--- config.mk ---
export PLATFORM = sky130hd
export DESIGN_NAME = key_capture_debounce
export DESIGN_NICKNAME = d
export VERILOG_FILES = /design/src/rtl/keypad_pkg.sv /design/src/rtl/key_capture_debounce_sync2.sv /design/src/rtl/key_capture_debounce.sv
export SDC_FILE = /design/constraint.sdc
export NUM_CORES = 1
export LEC_CHECK = 0
export BUFFER_PORTS_ARGS = -buffer_cell sky130_fd_sc_hd__buf_2
export CAP_MARGIN = 10
export CORE_UTILIZATION = 40
export CTS_CLUSTER_DIAMETER = 80
export DETAILED_ROUTE_END_ITERATION = 8
export HOLD_SLACK_MARGIN = 0.02
export SLEW_MARGIN = 20
export SYNTH_ARGS = -nofsm -noshare
export SYNTH_HDL_FRONTEND = slang
export SYNTH_SLANG_ARGS = --single-unit
--- constraint.sdc ---
create_clock -name clk -period 1.81 [get_ports clk]
set_input_delay 0.362 -clock clk [delete_from_list [all_inputs] [get_ports clk]]
set_output_delay 0.362 -clock clk [all_outputs]
set_load 0.1 [all_outputs]
--- src/rtl/keypad_pkg.sv ---
// Shared types for the keypad capture path: capture FSM states and the
// default debounce length.
package keypad_pkg;

  typedef enum logic [1:0] {
    IDLE         = 2'd0,
    PRESS_WAIT   = 2'd1,
    HELD         = 2'd2,
    RELEASE_WAIT = 2'd3
  } capstate_t;

  localparam int DEBOUNCE_DEFAULT = 50000;

endpackage

--- src/rtl/key_capture_debounce_sync2.sv ---
// Two-flop synchronizer for signals arriving from the keypad scanner's
// timing domain; async active-low reset clears both stages.
module sync2 #(
  parameter int W = 1
) (
  input  logic         clk,
  input  logic         i_rst_n,
  input  logic [W-1:0] i_d,
  output logic [W-1:0] o_q
);

  logic [W-1:0] r_meta;
  logic [W-1:0] r_sync;

  always_ff @(posedge clk or negedge i_rst_n) begin
    if (!i_rst_n) begin
      r_meta <= '0;
      r_sync <= '0;
    end else begin
      r_meta <= i_d;
      r_sync <= r_meta;
    end
  end

  assign o_q = r_sync;

endmodule

--- src/rtl/key_capture_debounce.sv ---
// Debounces keypad press/release, captures one key per physical press into a
// two-digit history and pulses key_strobe on each accepted key.
module key_capture_debounce
  import keypad_pkg::*;
#(
  parameter int DEBOUNCE_CYCLES = DEBOUNCE_DEFAULT,
  parameter int CNT_W           = 16
) (
  input  logic       clk,
  input  logic       reset,
  input  logic       keyPressed,
  input  logic [3:0] keyDecoded,
  output logic [3:0] digit_new,
  output logic [3:0] digit_old,
  output logic       key_strobe,
  output logic       key_held
);

  localparam logic [CNT_W-1:0] CNT_LAST = CNT_W'(DEBOUNCE_CYCLES - 1);

  logic             w_kp_s;
  logic [3:0]       w_kd_s;
  capstate_t        r_state;
  capstate_t        w_state_next;
  logic [CNT_W-1:0] r_cnt;
  logic [CNT_W-1:0] w_cnt_next;
  logic [3:0]       r_cand;
  logic [3:0]       w_cand_next;
  logic             w_accept;
  logic [3:0]       r_digit_new;
  logic [3:0]       r_digit_old;
  logic             r_key_strobe;

  sync2 #(.W(1)) u_sync_kp (
    .clk    (clk),
    .i_rst_n(reset),
    .i_d    (keyPressed),
    .o_q    (w_kp_s)
  );

  sync2 #(.W(4)) u_sync_kd (
    .clk    (clk),
    .i_rst_n(reset),
    .i_d    (keyDecoded),
    .o_q    (w_kd_s)
  );

  // Counter is cleared on every state entry, so it never exceeds CNT_LAST.
  always_comb begin
    w_state_next = r_state;
    w_cnt_next   = r_cnt;
    w_cand_next  = r_cand;
    w_accept     = 1'b0;
    case (r_state)
      IDLE: begin
        if (w_kp_s) begin
          w_cand_next  = w_kd_s;
          w_cnt_next   = '0;
          w_state_next = PRESS_WAIT;
        end
      end
      PRESS_WAIT: begin
        if (!w_kp_s || (w_kd_s != r_cand)) begin
          w_cnt_next   = '0;
          w_state_next = IDLE;
        end else if (r_cnt == CNT_LAST) begin
          w_accept     = 1'b1;
          w_cnt_next   = '0;
          w_state_next = HELD;
        end else begin
          w_cnt_next = r_cnt + CNT_W'(1);
        end
      end
      HELD: begin
        // Key code changes while still pressed are ignored until release.
        if (!w_kp_s) begin
          w_cnt_next   = '0;
          w_state_next = RELEASE_WAIT;
        end
      end
      RELEASE_WAIT: begin
        if (w_kp_s) begin
          w_cnt_next   = '0;
          w_state_next = HELD;
        end else if (r_cnt == CNT_LAST) begin
          w_cnt_next   = '0;
          w_state_next = IDLE;
        end else begin
          w_cnt_next = r_cnt + CNT_W'(1);
        end
      end
      default: begin
        w_cnt_next   = '0;
        w_state_next = IDLE;
      end
    endcase
  end

  always_ff @(posedge clk or negedge reset) begin
    if (!reset) begin
      r_state      <= IDLE;
      r_cnt        <= '0;
      r_cand       <= '0;
      r_digit_new  <= '0;
      r_digit_old  <= '0;
      r_key_strobe <= 1'b0;
    end else begin
      r_state      <= w_state_next;
      r_cnt        <= w_cnt_next;
      r_cand       <= w_cand_next;
      r_key_strobe <= w_accept;
      if (w_accept) begin
        r_digit_old <= r_digit_new;
        r_digit_new <= r_cand;
      end
    end
  end

  assign digit_new  = r_digit_new;
  assign digit_old  = r_digit_old;
  assign key_strobe = r_key_strobe;
  assign key_held   = (r_state == HELD) || (r_state == RELEASE_WAIT);

endmodule

======== Yosys cells after proc, flatten, opt, wreduce, memory -nomap -nowiden ========
Cells that the tools add are included.
word-level totals
  register bits after elaboration ......... 41
  input port bits ......................... 7
  output and inout bits ................... 10
  logic and storage cells ................. 43
cells by class
  $add $sub $neg .......................... 1
  eq/ne operators ......................... 9
  multiplexer cells ....................... 16
  reductions and logical operators ........ 7
operator list
  operator                 number
  $mux W16                 5
  $pmux W16 S4             1
  $add A16 B1 Y16 const B  1
  $eq A16 B16 Y1 const B   1
  $mux W2                  6
  $pmux W2 S4              1
  $eq A2 B2 Y1 const B     2
  $ne A4 B4 Y1             1
  $reduce_and A2 Y1        2
  $reduce_and A4 Y1        1
  $mux W1                  3
  $ne A3 B2 Y1 const B     1
  $ne A3 B3 Y1 const B     1
  $eq A2 B1 Y1 const B     1
  $logic_not A2 Y1         1
  $logic_or A1 B1 Y1       2
  $ne A2 B1 Y1 const B     1
  $ne A2 B2 Y1 const B     1
  $logic_not A1 Y1         1

======== Longest topological paths before layout ========
  depth after elaboration ................. 4
  gate-level depth with buffers ........... 7
  depth with buffers taken out ............ 6

======== By module ========
Synthesis repeated with hierarchy kept, for this count alone.
unflattened totals
  cells, all modules ...................... 166
  area total of the unflattened synthesis .. 1924.3 sq um
modules (own cells, without submodules)
  module                instances  cells an instance  area each (sq um)  seq. area each (sq um)
  key_capture_debounce  1          156                1674.1             775.7
  sync2 (u_sync_kd)     1          8                  200.2              200.2
  sync2 (u_sync_kp)     1          2                  50.0               50.0

======== Least setup slack after synthesis ========
Ideal clock, no wire load.
  kind .................................... register to register
  from .................................... register r_cnt[0]
  to ...................................... register r_digit_old[0] (netlist: digit_old[0])
  setup time .............................. 126 ps
  data arrival time ....................... 1548 ps
  required time ........................... 1684 ps
  slack ................................... 136 ps
  stages on the path, launching flop included .. 7
  buffers on the path ..................... 0
  period minus slack after synthesis ...... 1674 ps
  path through ............................ dfrtp_1 -> ha_1 -> and4b_1 -> and3_1 -> nand2_2 -> nor2_8 -> mux2_2
between the ends
  word-level cells in the longest chain between the ends .. 4
RTL lines
  what                      line                         text
  start: declaration        key_capture_debounce.sv:25   logic [CNT_W-1:0] r_cnt;
  start signal: assignment  key_capture_debounce.sv:109  r_cnt <= w_cnt_next;
  $eq A16 B16 Y1            key_capture_debounce.sv:66   end else if (r_cnt == CNT_LAST) begin
  $mux W1                   key_capture_debounce.sv:66
  $mux W1                   key_capture_debounce.sv:63   if (!w_kp_s || (w_kd_s != r_cand)) begin
  $mux W1                   key_capture_debounce.sv:54   case (r_state)
  end signal: assignment    key_capture_debounce.sv:113  r_digit_old <= r_digit_new;
  end: declaration          key_capture_debounce.sv:31   logic [3:0] r_digit_old;
No other way between the ends.
A chain may end at the register's enable or synchronous reset.

======== Final worst setup path ========
  from .................................... register r_cnt[0]
  to ...................................... register r_digit_old[3] (netlist: digit_old[3])
The elaborated chain is that of the path after synthesis.

==> flow_summary.json <==
{
  "status": "finished with violations",
  "violations": "design-rule violations",
  "path_clk_slew_ns": 0.08,
  "cts_hold_buf": 0,
  "synth_enable_flop_cells": 0,
  "multi_input_area_um2": 835,
  "first_iter_violations": 94,
  "start_util_pct": 42.6,
  "overflow": 0,
  "row_count": 24,
  "grt_pass1_wl_um": 6510,
  "synth_ff_type": "dfrtp_1",
  "nNetsFinal": 214,
  "path_cells": "ha_1 > and4b_1 > and3_2 > nand2_4 > nor2_8 > mux2_2",
  "crit_start": "r_cnt[0]",
  "async_reset_ff_share_pct": 100,
  "grt_max_degree": 42,
  "cts-root-buf": "clkbuf_8",
  "gp_congestion": 0.845,
  "worst-path-buf-inv": 0,
  "design_area_um2": 2280,
  "clk_latency_ns": 0.30,
  "syn_area_um2": 1890,
  "slew_headroom_pct": 65.2,
  "cp.required_ns": 1.99,
  "clkPwrFrac_pct": 36.6,
  "synth_seq_cells": 41,
  "r2r_end": "digit_old[3]",
  "p_comb_share_pct": 13.0,
  "routed_wl_um": 3940,
  "fin_crit_sh_pct": 93.7,
  "met3_usage_pct": 4.42,
  "rr_worst_depth": 6,
  "fin_util_pct": 51.4,
  "worstMarginPinSlew_ns": 0.521,
  "use_met1_pct": 24.1,
  "vias": 1467,
  "seqPwrFrac_pct": 50.4,
  "grt_antenna_before_repair": 0,
  "numCtsBuffers": 5,
  "slew_violations": 0,
  "pin_count": 17,
  "yosys.cell_types.count": 45,
  "avgSynthCellArea_um2": 11.1,
  "p_per_area_nw_per_um2": 923,
  "critPathLaunchType": "flip-flop",
  "dieArea_um2": 5010,
  "final-setup-viol-count": 0,
  "clockBufferDepth": 2,
  "syn_nets": 179,
  "vdd_drop_max_mv": 0.554,
  "skew_ns": 0.00431,
  "endpoint_kind": "flip-flop",
  "drt_first_pass_iters": 6,
  "yosysWarnings": 0,
  "layout_setup_ws_ns": 0.114,
  "fmaxAchievable_ghz": 0.590,
  "period_minus_slack_ns": 1.70,
  "endpoint": "digit_old[3]",
  "synth-seq-area-share_pct": 54.2,
  "dpl.hpwl_um": 2720,
  "finalHoldViolCount": 0,
  "die_width_um": 70.8,
  "die_h_um": 70.8,
  "placed_cells": 251,
  "regArea_um2": 1030,
  "internal_power_mw": 1.57,
  "timing.rr.start": "r_cnt[0]",
  "antenna_cells": 0,
  "num-fill-cells": 412,
  "netlist_instances": 171,
  "cp.depth": 6,
  "dpl_worst_slack_ns": 0.0453,
  "cts_resized": 0,
  "crit_slowest_cell": "dfrtp_1",
  "grt_use_met2_pct": 25.0,
  "post-cts-setup-buffers": 0,
  "drive_above_1_share_pct": 30.0,
  "routed_via_density": 5.66,
  "layout.cells.non_filler": 259,
  "critPathMaxFanout": 8,
  "grtUsageTotal_pct": 17.0,
  "port_buffers": 16,
  "core_um2": 4440,
  "p_sw_uw": 538,
  "drv_cap": 0,
  "crit_type": "reg -> reg",
  "busiest_layer": "met2",
  "routedWlPerCell_um": 15.2,
  "power_leakage_nw": 1.10,
  "max_stage_delay_ns": 0.36,
  "power.share.switching_pct": 25.6,
  "grt_pass1_vias": 1351,
  "htreeDepth": 2,
  "cts_tree": "done",
  "place_area_um2": 2140,
  "critPathArrivalTime_ns": 1.88,
  "hp-class": "in -> async",
  "cp_top_family": "simple AND/OR/NAND/NOR gates",
  "areaGrowthSynthToFinish_pct": 20.7,
  "clock_sinks": 41,
  "antenna_left": 0,
  "drc": 4,
  "ff2ff_setup_slack_ns": 0.11
}
## power by group through the flow
| stage | sequential, mW | clock (mW) | combinational, mW |
|---|---|---|---|
| final | 1.06 | 0.771 | 0.274 |
| after global routing | 1.07 | 0.831 | 0.315 |
| after CTS | 1.06 | 0.797 | 0.277 |
| after detailed placement | 1.08 | 0 | 0.276 |
| after global placement | 1.07 | 0 | 0.268 |
| after floorplan | 1.06 | 0 | 0.183 |
## how the worst min path moves through the flow
stage / cells past startpoint / from / slack (ns) / end
CTS: 2 / reset / 0.14 / r_cand[1]
global route: 1 / keyDecoded[1] / 0.15 / u_sync_kd.r_meta[1]
detailed placement: 0 / u_sync_kd.r_meta[0] / 0.34 / u_sync_kd.o_q[0]
global placement: 0 / u_sync_kd.r_meta[2] / 0.33 / u_sync_kd.o_q[2]
finish: 2 / reset / 0.11 / r_cnt[9]
floorplan: 0 / reset / 0.07 / digit_new[0]
## kinds of logic (layout without fill, tap and decap cells)
kind of cell | Yosys count | in the layout | share of synthesized area, %
flip-flops | 41 | 41 | 54.2
buffers and inverters | 12 | 48 | 2.91
XOR/XNOR | 5 | 5 | 2.31
multiplexers | 12 | 12 | 7.14
adder cells (fa/ha/maj) | 1 | 1 | 0.661
AND/OR/NAND/NOR | 63 | 63 | 20.4
AO/OA/AOI/OAI | 37 | 37 | 12.3
## cell type report
class,instances,area share [%]
Clock buffer,6,3.62
Clock inverter,2,1.64
Inverter,6,0.986
Multi-Input combinational cell,118,36.5
Sequential cell,41,44.9
Tap cell,52,2.85
Timing Repair Buffer,34,9.42
## routing by layer
| layer | part of all wire, % | up-vias | routed length, um |
|---|---|---|---|
| li1 | - | 698 | - |
| met1 | 46 | 709 | 1800 |
| met2 | 47 | 53 | 1840 |
| met3 | 6.2 | 7 | 244 |
| met4 | 1.7 | 0 | 66 |
| met5 | 0 | - | 0 |
## placed cells by master (no fill, tap or decap), types with 3 or more instances in the layout
| cell | Yosys | layout |
|---|---|---|
| nor4_1 | 4 | 4 |
| inv_1 | 6 | 6 |
| nand4_1 | 3 | 3 |
| nand3_1 | 11 | 11 |
| buf_4 | 0 | 18 |
| nand2_1 | 17 | 17 |
| o22ai_1 | 3 | 3 |
| xnor2_1 | 4 | 4 |
| or3_1 | 5 | 5 |
| a21o_1 | 3 | 3 |
| mux2_2 | 12 | 12 |
| clkbuf_8 | 0 | 6 |
| a31oi_1 | 4 | 4 |
| o21ai_0 | 13 | 13 |
| a21oi_1 | 5 | 5 |
| buf_2 | 2 | 16 |
| dfrtp_1 | 41 | 41 |
## flip-flops by register name, summed over array words and instances (netlist names)
name	count
r_cand	4
u_sync_kd.o_q	4
digit_old	4
digit_new	4
r_state	2
u_sync_kp.r_meta	1
key_strobe	1
u_sync_kp.o_q	1
u_sync_kd.r_meta	4
r_cnt	16
## cell usage after synthesis (2+ instances only)
library cell	n	area share, %
buf_2	2	0.53
or4_1	2	0.79
a21o_1	3	1.2
clkbuf_1	2	0.40
or3_1	5	1.7
mux2_2	12	7.1
o21ai_0	13	3.4
nor2_1	2	0.40
a21oi_1	5	1.3
o22ai_1	3	0.99
nand2_1	17	3.4
xnor2_1	4	1.9
o31a_1	2	0.93
dfrtp_1	41	54
a31oi_1	4	1.3
nand3_1	11	2.9
nor4_1	4	1.3
o211ai_1	2	0.79
nand4_1	3	0.99
inv_1	6	1.2
nand2b_1	2	0.66
and3_1	2	0.66
nor3_1	2	0.53
## stage by stage
stage	total power [mW]	hold WS [ns]	TNS, ns
3_5_place_dp	1.36	0.336	0
5_1_grt	2.22	0.147	-0.00290
6_report	2.11	0.109	0
4_1_cts	2.14	0.137	0
2_1_floorplan	1.24	0.0664	0
3_3_place_gp	1.34	0.334	0
(Power assumes the default switching activity.)
